File: config.mk
export PLATFORM = sky130hd
export DESIGN_NAME = temp_alarm_ctrl
export DESIGN_NICKNAME = d
export VERILOG_FILES = /design/src/rtl/temp_alarm_ctrl.sv
export SDC_FILE = /design/constraint.sdc
export NUM_CORES = 1
export LEC_CHECK = 0
export ABC_AREA = 1
export BUFFER_PORTS_ARGS = -buffer_cell sky130_fd_sc_hd__buf_2
export CORE_MARGIN = 1
export CORE_UTILIZATION = 33
export DETAILED_ROUTE_END_ITERATION = 6
export HOLD_SLACK_MARGIN = 0.02
export PLACE_DENSITY = 0.56
export SLEW_MARGIN = 20
export SYNTH_ARGS = -nofsm -noshare
export SYNTH_HDL_FRONTEND = slang
export SYNTH_SLANG_ARGS = --single-unit
File: constraint.sdc
create_clock -name clk -period 2.9 [get_ports clk]
set_input_delay 0.58 -clock clk [delete_from_list [all_inputs] [get_ports clk]]
set_output_delay 0.58 -clock clk [all_outputs]
set_load 0.05 [all_outputs]
File: src/rtl/temp_alarm_ctrl.sv
// Temperature alarm controller: block-averages 8-bit samples, then classifies each
// average into NORMAL/WARN/CRIT with hysteresis and debounce, raising a sticky interrupt on CRIT entry.
module temp_alarm_ctrl #(
  parameter int unsigned AVG_LOG2 = 2,
  parameter int unsigned WARN_HI  = 60,
  parameter int unsigned WARN_LO  = 55,
  parameter int unsigned CRIT_HI  = 80,
  parameter int unsigned CRIT_LO  = 75,
  parameter int unsigned DEBOUNCE = 3
) (
  input  logic       clk,
  input  logic       rst,
  input  logic [7:0] temp_in,
  input  logic       temp_valid,
  input  logic       alarm_ack,
  output logic [7:0] avg_temp,
  output logic       avg_valid,
  output logic [1:0] state,
  output logic       warn,
  output logic       crit,
  output logic       alarm_irq
);

  localparam logic [1:0] ST_NORMAL = 2'd0;
  localparam logic [1:0] ST_WARN   = 2'd1;
  localparam logic [1:0] ST_CRIT   = 2'd2;

  localparam int unsigned ACC_W = 8 + AVG_LOG2;
  localparam int unsigned DEB_W = $clog2(DEBOUNCE + 1);

  localparam logic [AVG_LOG2-1:0] LAST_SAMPLE = '1;
  localparam logic [DEB_W-1:0]    DEB_MAX     = DEB_W'(DEBOUNCE);
  localparam logic [7:0]          WARN_HI_T   = 8'(WARN_HI);
  localparam logic [7:0]          WARN_LO_T   = 8'(WARN_LO);
  localparam logic [7:0]          CRIT_HI_T   = 8'(CRIT_HI);
  localparam logic [7:0]          CRIT_LO_T   = 8'(CRIT_LO);

  logic [ACC_W-1:0]    acc_q, acc_d, sum;
  logic [AVG_LOG2-1:0] cnt_q, cnt_d;
  logic [7:0]          avg_q, avg_d;
  logic                avg_valid_q, avg_valid_d;

  logic [DEB_W-1:0]    hi_cnt_q, hi_cnt_d, hi_upd;
  logic [DEB_W-1:0]    crit_cnt_q, crit_cnt_d, crit_upd;
  logic [1:0]          state_q, state_d;
  logic                irq_q, irq_d;

  // The last sample of a block goes straight into the average, so the next
  // block can start on the very next cycle without dropping anything.
  always_comb begin
    sum         = acc_q + ACC_W'(temp_in);
    acc_d       = acc_q;
    cnt_d       = cnt_q;
    avg_d       = avg_q;
    avg_valid_d = 1'b0;
    if (temp_valid) begin
      if (cnt_q == LAST_SAMPLE) begin
        avg_d       = sum[ACC_W-1:AVG_LOG2];
        avg_valid_d = 1'b1;
        acc_d       = '0;
        cnt_d       = '0;
      end else begin
        acc_d = sum;
        cnt_d = cnt_q + AVG_LOG2'(1);
      end
    end
  end

  always_comb begin
    hi_upd     = hi_cnt_q;
    crit_upd   = crit_cnt_q;
    hi_cnt_d   = hi_cnt_q;
    crit_cnt_d = crit_cnt_q;
    state_d    = state_q;
    if (avg_valid_q) begin
      if (avg_q >= WARN_HI_T)
        hi_upd = (hi_cnt_q == DEB_MAX) ? DEB_MAX : hi_cnt_q + DEB_W'(1);
      else
        hi_upd = '0;
      if (avg_q >= CRIT_HI_T)
        crit_upd = (crit_cnt_q == DEB_MAX) ? DEB_MAX : crit_cnt_q + DEB_W'(1);
      else
        crit_upd = '0;

      case (state_q)
        ST_NORMAL: begin
          if (crit_upd == DEB_MAX)    state_d = ST_CRIT;
          else if (hi_upd == DEB_MAX) state_d = ST_WARN;
        end
        ST_WARN: begin
          if (crit_upd == DEB_MAX)    state_d = ST_CRIT;
          else if (avg_q <= WARN_LO_T) state_d = ST_NORMAL;
        end
        ST_CRIT: begin
          if (avg_q <= WARN_LO_T)      state_d = ST_NORMAL;
          else if (avg_q <= CRIT_LO_T) state_d = ST_WARN;
        end
        default: state_d = ST_NORMAL;
      endcase

      // Debounce restarts from scratch in whichever state we land in.
      if (state_d != state_q) begin
        hi_cnt_d   = '0;
        crit_cnt_d = '0;
      end else begin
        hi_cnt_d   = hi_upd;
        crit_cnt_d = crit_upd;
      end
    end

    irq_d = irq_q;
    if (state_d == ST_CRIT && state_q != ST_CRIT) irq_d = 1'b1;
    else if (alarm_ack)                           irq_d = 1'b0;
  end

  always_ff @(posedge clk) begin
    if (rst) begin
      acc_q       <= '0;
      cnt_q       <= '0;
      avg_q       <= '0;
      avg_valid_q <= 1'b0;
      hi_cnt_q    <= '0;
      crit_cnt_q  <= '0;
      state_q     <= ST_NORMAL;
      irq_q       <= 1'b0;
    end else begin
      acc_q       <= acc_d;
      cnt_q       <= cnt_d;
      avg_q       <= avg_d;
      avg_valid_q <= avg_valid_d;
      hi_cnt_q    <= hi_cnt_d;
      crit_cnt_q  <= crit_cnt_d;
      state_q     <= state_d;
      irq_q       <= irq_d;
    end
  end

  assign avg_temp  = avg_q;
  assign avg_valid = avg_valid_q;
  assign state     = state_q;
  assign warn      = (state_q != ST_NORMAL);
  assign crit      = (state_q == ST_CRIT);
  assign alarm_irq = irq_q;

endmodule

==> results.yml, run 1 <==
grt:
  overflow: 0
  grt_usage: 0.154
  antenna_found_initial: 0
  grt_pass1_vias: 1405
  grt_start_max_net_pins: 18
  grt_first_pass_wirelength_um: 6290
yosys:
  mappedNetlistNets: 266
  syn_area_per_cell_um2: 6.80
  ys.warnings.count: 0
  yosysUniqueCellTypes: 30
  syn_inst: 244
  mappedNetlistArea_um2: 1660
  synth_seq_area_share: 0.338
  ys_ff_latch: 28
detailed_routing:
  viasPerCell: 4.50
  drc: 0
  routed-via-count: 1499
  routedWlPerCell_um: 11.1
  drt-total-wl_um: 3700
  first_pass_iters: 4
  ant_nets: 0
  drt_iter0_drc: 96
setup_path:
  rr_worst_depth: 14
  cp_cell_sequence: "buf_2, ha_1, inv_1, fa_1, nand3b_1, nand2_1, nand2_1, nand2_1, nand2_1, nand2_1, nand2_1, nand2_1, o21ai_1, nand2_1, inv_1"
  cp-start-kind: "input pin"
  slowest_delay_ns: 0.38
  r2r_end: "avg_temp[4]$_SDFFE_PP0P_"
  critPathKind: "in2reg"
  setup.worst_path.end_class: "flip-flop"
  r2r_slack_ns: 1.00
  worstPathArrival_ns: 2.12
  cpMostUsedCell: "nand2_1"
  crit_required_ns: 3.09
  crit_fanout: 4
  r2r_start: "acc_q[0]$_SDFFE_PP0P_"
  slowest_stage: "fa_1"
placed_design:
  dpl.hpwl_um: 2850
  io_buffers: 25
  dp_cells: 329
  gp_congestion: 0.868
timing:
  holdWs_ns: 0.471
  drv_slew: 0
  hold_violations: 0
  fin_setup_tns_ns: 0
  fin_skew_ns: 0.00425
  fin_crit_sh: 0.667
  fmax_ghz: 0.517
  layout_min_cycle_time_ns: 1.93
  max-slew-margin-rel: 0.450
  rsz0062_at_grt: "no"
  worstMarginPinSlew_ns: 0.822
  setup_violations: 0
pwr:
  p_leak_nw: 0.985
  ir_worst_vdd_mv: 0.281
  power_density_nw_per_um2: 490
clocking:
  h-tree-depth: 1
  postCtsHoldBufs: 0
  cts_root_buf: "clkbuf_8"
  cts_resized: 0
  cts_made_buffers: 3
  cts_buffer_depth: 2
  clk_pin_slew_ns: 0.10
  insertion_delay_ns: 0.28
  cts.sinks: 28
  cts_setup_buffers: 0
  cts_tree: "built"
layout:
  multi_input_area_um2: 935
  regArea_um2: 561
  drive_gt1_frac: 0.158
  nets: 289
  mostFrequentLayoutCells: "nand2_1, inv_1, dfxtp_1"
  finish.utilization: 0.398
  fillers: 525
  layout_commonest_cell: "nand2_1"
  area_growth_pct: 14.7
  layoutNonFillerInstCount: 333
  antenna_cells: 0
min_path:
  worstHoldStart: "alarm_irq$_SDFFE_PP0P_"
  hold_path_end: "alarm_irq$_SDFFE_PP0P_"
  min_path_cells: 2
  hp-class: "reg2reg"
die:
  row_count: 25
  die_w_um: 72.9
  fp.dieArea_um2: 5320
  coreArea_um2: 4790
  start_util: 0.347
  io_pins: 26
  die_h_um: 72.9
run:
  max-cap-violations: 0
run_status:
  status: "finished clean"
## area by class of cell
| type | instances | share of cell area |
|---|---|---|
| Multi-Input combinational cell | 175 | 0.491 |
| Clock buffer | 3 | 0.0217 |
| Tap cell | 67 | 0.0440 |
| Sequential cell | 28 | 0.295 |
| Timing Repair Buffer | 25 | 0.0657 |
| Clock inverter | 1 | 0.0158 |
| Inverter | 34 | 0.0671 |
## worst max-delay path, delay by kind of cell
kind | cells | cell delay, ns
compound gates | 1 | 0.05
simple gates | 9 | 0.70
buf+inv | 3 | 0.19
fa+ha+maj | 2 | 0.59
## state kept, by name (all words and copies together), names as in the netlist
register    count
avg_valid       1
state           2
cnt_q           2
acc_q          10
avg_temp        8
alarm_irq       1
hi_cnt_q        2
crit_cnt_q      2
## per-stage QoR
step / total power, mW / setup slack, ns / instance area, um^2
after floorplan: 0.578 / 0.876 / 1660
final: 0.932 / 0.966 / 1900
after CTS: 0.946 / 0.962 / 1900
after detailed placement: 0.624 / 0.658 / 1830
after global placement: 0.623 / 0.685 / 1830
after global routing: 0.992 / 0.821 / 1900
## cells by family after synthesis
logic type	Yosys count	synth area share
AND/OR/NAND/NOR	116	0.309
AO/OA/AOI/OAI	46	0.158
buffers and inverters	41	0.0988
flip-flops	28	0.338
adder cells (fa/ha/maj)	10	0.0799
XOR/XNOR	3	0.0158
## worst max path at each step
stage | start | to | slack, ns | depth (start not counted)
2_1_floorplan | temp_in[0] | avg_temp[4]$_SDFFE_PP0P_ | 0.88 | 14
3_3_place_gp | temp_in[0] | avg_temp[4]$_SDFFE_PP0P_ | 0.68 | 15
6_report | temp_in[0] | avg_temp[4]$_SDFFE_PP0P_ | 0.97 | 15
4_1_cts | temp_in[0] | avg_temp[4]$_SDFFE_PP0P_ | 0.96 | 15
5_1_grt | acc_q[0]$_SDFFE_PP0P_ | avg_temp[4]$_SDFFE_PP0P_ | 0.82 | 13
3_5_place_dp | temp_in[0] | avg_temp[4]$_SDFFE_PP0P_ | 0.66 | 15
## per-layer routing
| metal | up-vias | routed length [um] | GRT usage |
|---|---|---|---|
| li1 | 840 | - | - |
| met5 | - | 0 | 0 |
| met4 | 0 | 38 | 0.0392 |
| met3 | 4 | 135 | 0.0387 |
| met2 | 18 | 1530 | 0.249 |
| met1 | 637 | 1990 | 0.204 |
## report_power, final
| part | internal (mW) | switching (mW) | total, mW |
|---|---|---|---|
| clock network | 0.185 | 0.131 | 0.316 |
| registers | 0.405 | 0.0141 | 0.419 |
| logic | 0.0694 | 0.128 | 0.197 |
## synthesized netlist by cell type, drive strengths merged
cell type   n  area (um^2)
nand2      65          257
inv        34          128
dfxtp      28          561
nor2       24         95.1
a21oi      21          113
nand3      16         90.1
o21ai      16         80.1
ha          9          113
nand4       7         43.8
clkbuf      4         15.0
a31oi       3         25.0
buf         3         21.3
nand3b      3         22.5
a21o        2         15.0
xnor2       2         17.5
a211oi      1         7.51
a22oi       1         7.51
fa          1         20.0
nor3        1         5.00
o211ai      1         7.51
o21bai      1         7.51
xor2        1         8.76
Note: power is estimated with default switching activity, not from simulation.
==> run 2: changes to the inputs <==
- clock period: 2.9 -> 1.85 ns (I/O delays scaled with it)
==> run 2 against run 1 <==
Critical endpoint is now acc_q[8]$_SDFFE_PP0P_. Clock skew barely moved. Routed wire length rose by 2.0%. First-iteration DRC count rose by 8.3%. Sequential share of layout area fell by 1.0 points. Core utilization rose by 1.5 points. Highest routed layer unchanged. Die area did not move. Via count rose by 4.1%. Combinational power rose by 70%. Worst hold slack got worse by 0.14 ns. Final cell count rose by 2.7%. Critical path type is now reg2reg.
==> results.yml, run 2 (same netlist as run 1, synthesis figures left out) <==
run_status:
  status: "finished clean"
setup_path:
  critPathTopFamily: "simple AND/OR/NAND/NOR gates"
  cp_cell_sequence: "ha_4, inv_2, fa_2, nand3b_1, nand2_2, buf_4, nand2_1, nand3b_1, nand3_1, a21oi_1"
  setup.worst_path.end_class: "flip-flop"
  cpMostUsedCell: "nand3b_1"
  crit_required_ns: 2.07
  worstPathArrival_ns: 1.90
  worst-path-buf-inv: 2
  slowest_stage: "dfxtp_2"
  r2r_slack_ns: 0.17
  cp-start-kind: "flip-flop"
  crit_fanout: 3
  critPathKind: "reg2reg"
  slowest_delay_ns: 0.36
timing:
  holdWs_ns: 0.328
  fin_crit_sh: 0.910
  layout_min_cycle_time_ns: 1.68
  rsz0062_at_grt: "yes"
  setup_violations: 0
  fmax_ghz: 0.594
  worstMarginPinSlew_ns: 0.781
  drv_slew: 0
  hold_violations: 0
  max-slew-margin-rel: 0.477
  fin_skew_ns: 0.00411
layout:
  antenna_cells: 0
  regMostFlops: "acc_q"
  stdcell_area_um2: 1980
  multi_input_area_um2: 955
  layout_commonest_cell: "nand2_1"
  layoutNonFillerInstCount: 342
  regArea_um2: 562
  fillers: 524
  largest_reg_flops: 10
  mostFrequentLayoutCells: "nand2_1, inv_1, dfxtp_1"
  nets: 298
  area_growth_pct: 19.1
  drive_gt1_frac: 0.207
clocking:
  cts.sinks: 28
  cts_made_buffers: 3
  clk_pin_slew_ns: 0.10
  cts_buffer_depth: 2
  cts_root_buf: "clkbuf_8"
  postCtsHoldBufs: 0
  insertion_delay_ns: 0.28
  h-tree-depth: 1
  cts_tree: "built"
grt:
  grt_usage: 0.161
  antenna_found_initial: 0
  grt_use_met2: 0.244
  grt_busiest_layer: "met2"
  grt_first_pass_wirelength_um: 6580
  use_met3: 0.0235
  globalRouteMet1Util: 0.224
  grt_start_max_net_pins: 17
  grt_pass1_vias: 1426
  overflow: 0
detailed_routing:
  first_pass_iters: 4
  viasPerCell: 4.56
  routed-via-count: 1561
  drt-total-wl_um: 3770
  ant_nets: 0
  drt_iter0_drc: 104
  routedWlPerCell_um: 11.0
  drc: 0
die:
  die_h_um: 72.9
  coreArea_um2: 4790
  fp.dieArea_um2: 5320
  start_util: 0.347
  io_pins: 26
  row_count: 25
  die_w_um: 72.9
placed_design:
  dp_cells: 337
  io_buffers: 25
  dpl.hpwl_um: 2910
  gp_congestion: 0.852
  place_area_um2: 1890
run:
  max-cap-violations: 0
pwr:
  power_density_nw_per_um2: 698
  ir_worst_vdd_mv: 0.285
  p_leak_nw: 1.02
min_path:
  hp-class: "in2reg"
==> run 2: cell types whose count changed in the layout (fill, tap and decap cells not counted), sizes merged <==
cell / change
clkbuf: +1
bufinv: -1
buf: +9
==> run 2: layout make-up <==
cell class | instances | area share
Sequential cell | 28 | 0.284
Inverter | 34 | 0.0646
Timing Repair Buffer | 34 | 0.0975
Multi-Input combinational cell | 175 | 0.483
Tap cell | 67 | 0.0424
Clock buffer | 4 | 0.0279
==> run 2: what timing repair did <==
action | CTS | global route
hold endpoints to repair | 0 | 0
setup endpoints to repair | 0 | 6
setup buffers | 0 | 1
gates resized for setup | 0 | 6
==> run 2: stage by stage <==
step	worst slack, ns	setup TNS, ns	total power [mW]	utilization
final	0.167	0	1.38	0.413
after global routing	-0.0108	-0.0108	1.48	0.413
after global placement	-0.0320	-0.0356	0.995	0.396
after floorplan	0.0356	0	0.906	-
after detailed placement	-0.0400	-0.102	0.998	0.396
after CTS	0.0699	0	1.39	0.407
==> run 2: worst paths after layout <==
path,start,to,cells past startpoint
worst max-delay path,acc_q[0]$_SDFFE_PP0P_,acc_q[8]$_SDFFE_PP0P_,10
worst min-delay path,temp_valid,cnt_q[0]$_SDFFE_PP0P_,2
worst max register to register,acc_q[0]$_SDFFE_PP0P_,acc_q[8]$_SDFFE_PP0P_,10
worst min register to register,alarm_irq$_SDFFE_PP0P_,alarm_irq$_SDFFE_PP0P_,2
==> run 2: power by group <==
part,internal [mW],switching [mW]
Clock,0.191,0.196
Sequential,0.635,0.0236
Combinational,0.130,0.204
Total,0.956,0.423
==> run 2: metal layers <==
layer | vias to the layer above | share of wire
met5 | - | 0
met4 | 0 | 0.018
met3 | 5 | 0.038
met2 | 24 | 0.41
met1 | 678 | 0.53
li1 | 854 | -
==> run 2: worst register-to-register path: stages, from the launching register on <==
cell	delay [ns]
dfxtp_2	0.36
ha_4	0.13
inv_2	0.03
fa_2	0.32
nand3b_1	0.17
nand2_2	0.09
buf_4	0.10
nand2_1	0.05
nand3b_1	0.10
nand3_1	0.11
a21oi_1	0.16
==> run 3: changes to the inputs <==
- CORE_ASPECT_RATIO: unset -> 0.7
- REMOVE_ABC_BUFFERS: unset -> 1
==> run 3 against run 2 <==
Routed wire length increased by 5.4%. Clock skew grew 0.00073 ns. Worst hold slack lost 0.0019 ns. Setup slack got worse by 0.048 ns. Core utilization rose by 0.82 points. Total power rose by 8.2%. Largest cell class unchanged. Final area grew 2.5%.
==> results.yml, run 3 (same netlist as run 1, synthesis figures left out) <==
die:
  io_pins: 26
  fp.dieArea_um2: 5320
  row_count: 21
  coreArea_um2: 4810
  start_util: 0.345
  die_w_um: 86.7
  die_h_um: 61.3
clocking:
  clk_pin_slew_ns: 0.10
  insertion_delay_ns: 0.28
  cts_buffer_depth: 2
  postCtsHoldBufs: 0
  cts.sinks: 28
  cts_made_buffers: 3
  h-tree-depth: 1
  cts_root_buf: "clkbuf_8"
  cts_setup_buffers: 0
  cts_tree: "built"
timing:
  drv_slew: 0
  hold_violations: 0
  setup_violations: 0
  worstMarginPinSlew_ns: 0.841
  fin_skew_ns: 0.00484
  fin_crit_sh: 0.935
  fmax_ghz: 0.578
  rsz0062_at_grt: "yes"
  layout_min_cycle_time_ns: 1.73
  max-slew-margin-rel: 0.437
setup_path:
  crit_required_ns: 2.08
  cp-start-kind: "flip-flop"
  r2r_start: "acc_q[0]$_SDFFE_PP0P_"
  worst-path-buf-inv: 2
  worstPathArrival_ns: 1.97
  cp_cell_sequence: "ha_4, inv_2, fa_2, nand3b_1, nand2_2, nand2_1, nand2_1, nand2_2, nand3_2, nand2_1, o21ai_1, nand2_1, inv_1"
  slowest_delay_ns: 0.36
  setup.worst_path.end_class: "flip-flop"
  startpoint: "acc_q[0]$_SDFFE_PP0P_"
  cpMostUsedCell: "nand2_1"
  critPathKind: "reg2reg"
  critPathTopFamily: "simple AND/OR/NAND/NOR gates"
  crit_fanout: 3
  slowest_stage: "dfxtp_2"
placed_design:
  place_area_um2: 1910
  dp_cells: 341
  io_buffers: 25
  gp_congestion: 0.804
  dpl.hpwl_um: 3110
layout:
  regMostFlops: "acc_q"
  multi_input_area_um2: 977
  drive_gt1_frac: 0.232
  layout_commonest_cell: "nand2_1"
  fillers: 537
  largest_reg_flops: 10
  area_growth_pct: 22.0
  mostFrequentLayoutCells: "nand2_1, inv_1, dfxtp_1"
  regArea_um2: 562
  nets: 299
  antenna_cells: 0
  layoutNonFillerInstCount: 345
  stdcell_area_um2: 2020
grt:
  use_met3: 0.0456
  grt_start_max_net_pins: 17
  globalRouteMet1Util: 0.245
  overflow: 0
  grt_busiest_layer: "met1"
  grt_first_pass_wirelength_um: 6510
  grt_pass1_vias: 1389
  grt_usage: 0.163
  antenna_found_initial: 0
  grt_use_met2: 0.234
run_status:
  status: "finished clean"
detailed_routing:
  drt-total-wl_um: 3970
  viasPerCell: 4.52
  routed-via-count: 1558
  drc: 0
  routedWlPerCell_um: 11.5
  ant_nets: 0
  drt_iter0_drc: 56
  first_pass_iters: 4
min_path:
  worstHoldStart: "temp_valid"
  hp-class: "in2reg"
run:
  max-cap-violations: 0
pwr:
  ir_worst_vdd_mv: 0.342
  power_density_nw_per_um2: 737
  p_leak_nw: 1.04
[run 3: power by group]
part | switching, mW | leakage (nW) | internal, mW | total [mW]
Combinational | 0.211 | 0.775 | 0.136 | 0.347
Sequential | 0.0227 | 0.228 | 0.635 | 0.658
Clock | 0.197 | 0.0357 | 0.290 | 0.486
Total | 0.431 | 1.04 | 1.06 | 1.49
[run 3: per-stage QoR]
step | total power, mW | TNS (ns) | utilization | hold WS [ns] | setup WS (ns)
detailed placement | 1.00 | -0.211 | 0.397 | 0.461 | -0.0902
global route | 1.58 | -0.0199 | 0.421 | 0.330 | -0.0141
CTS | 1.49 | 0 | 0.412 | 0.319 | 0.0170
finish | 1.49 | 0 | 0.421 | 0.326 | 0.119
floorplan | 0.897 | -0.0853 | - | 0.439 | -0.0213
global placement | 0.997 | -0.122 | 0.397 | 0.460 | -0.0668
[run 3: path summary, 6_finish.rpt]
| kind | to | slack (ns) | depth (start not counted) |
|---|---|---|---|
| worst max-delay path | avg_temp[4]$_SDFFE_PP0P_ | 0.12 | 13 |
| worst min-delay path | cnt_q[0]$_SDFFE_PP0P_ | 0.33 | 2 |
| worst max register to register | avg_temp[4]$_SDFFE_PP0P_ | 0.12 | 13 |
| worst min register to register | acc_q[7]$_SDFFE_PP0P_ | 0.47 | 2 |
[run 3: cell type report]
| class | count | share of cell area |
|---|---|---|
| clock buffers | 3 | 0.0204 |
| clock inverters | 1 | 0.0148 |
| inverters | 34 | 0.0630 |
| multi-input cells | 175 | 0.483 |
| flip-flops and latches | 28 | 0.278 |
| well taps | 69 | 0.0426 |
| repair buffers | 35 | 0.0989 |
[run 3: per-layer routing]
layer,routed length (um),part of all wire
met2,1610,0.40
met3,198,0.050
met5,0,0
met1,2170,0.55
met4,0,0
[run 3: timing repair]
item	CTS	global route
setup endpoints to repair	1	6
gates resized for setup	1	12
pin swaps	0	2
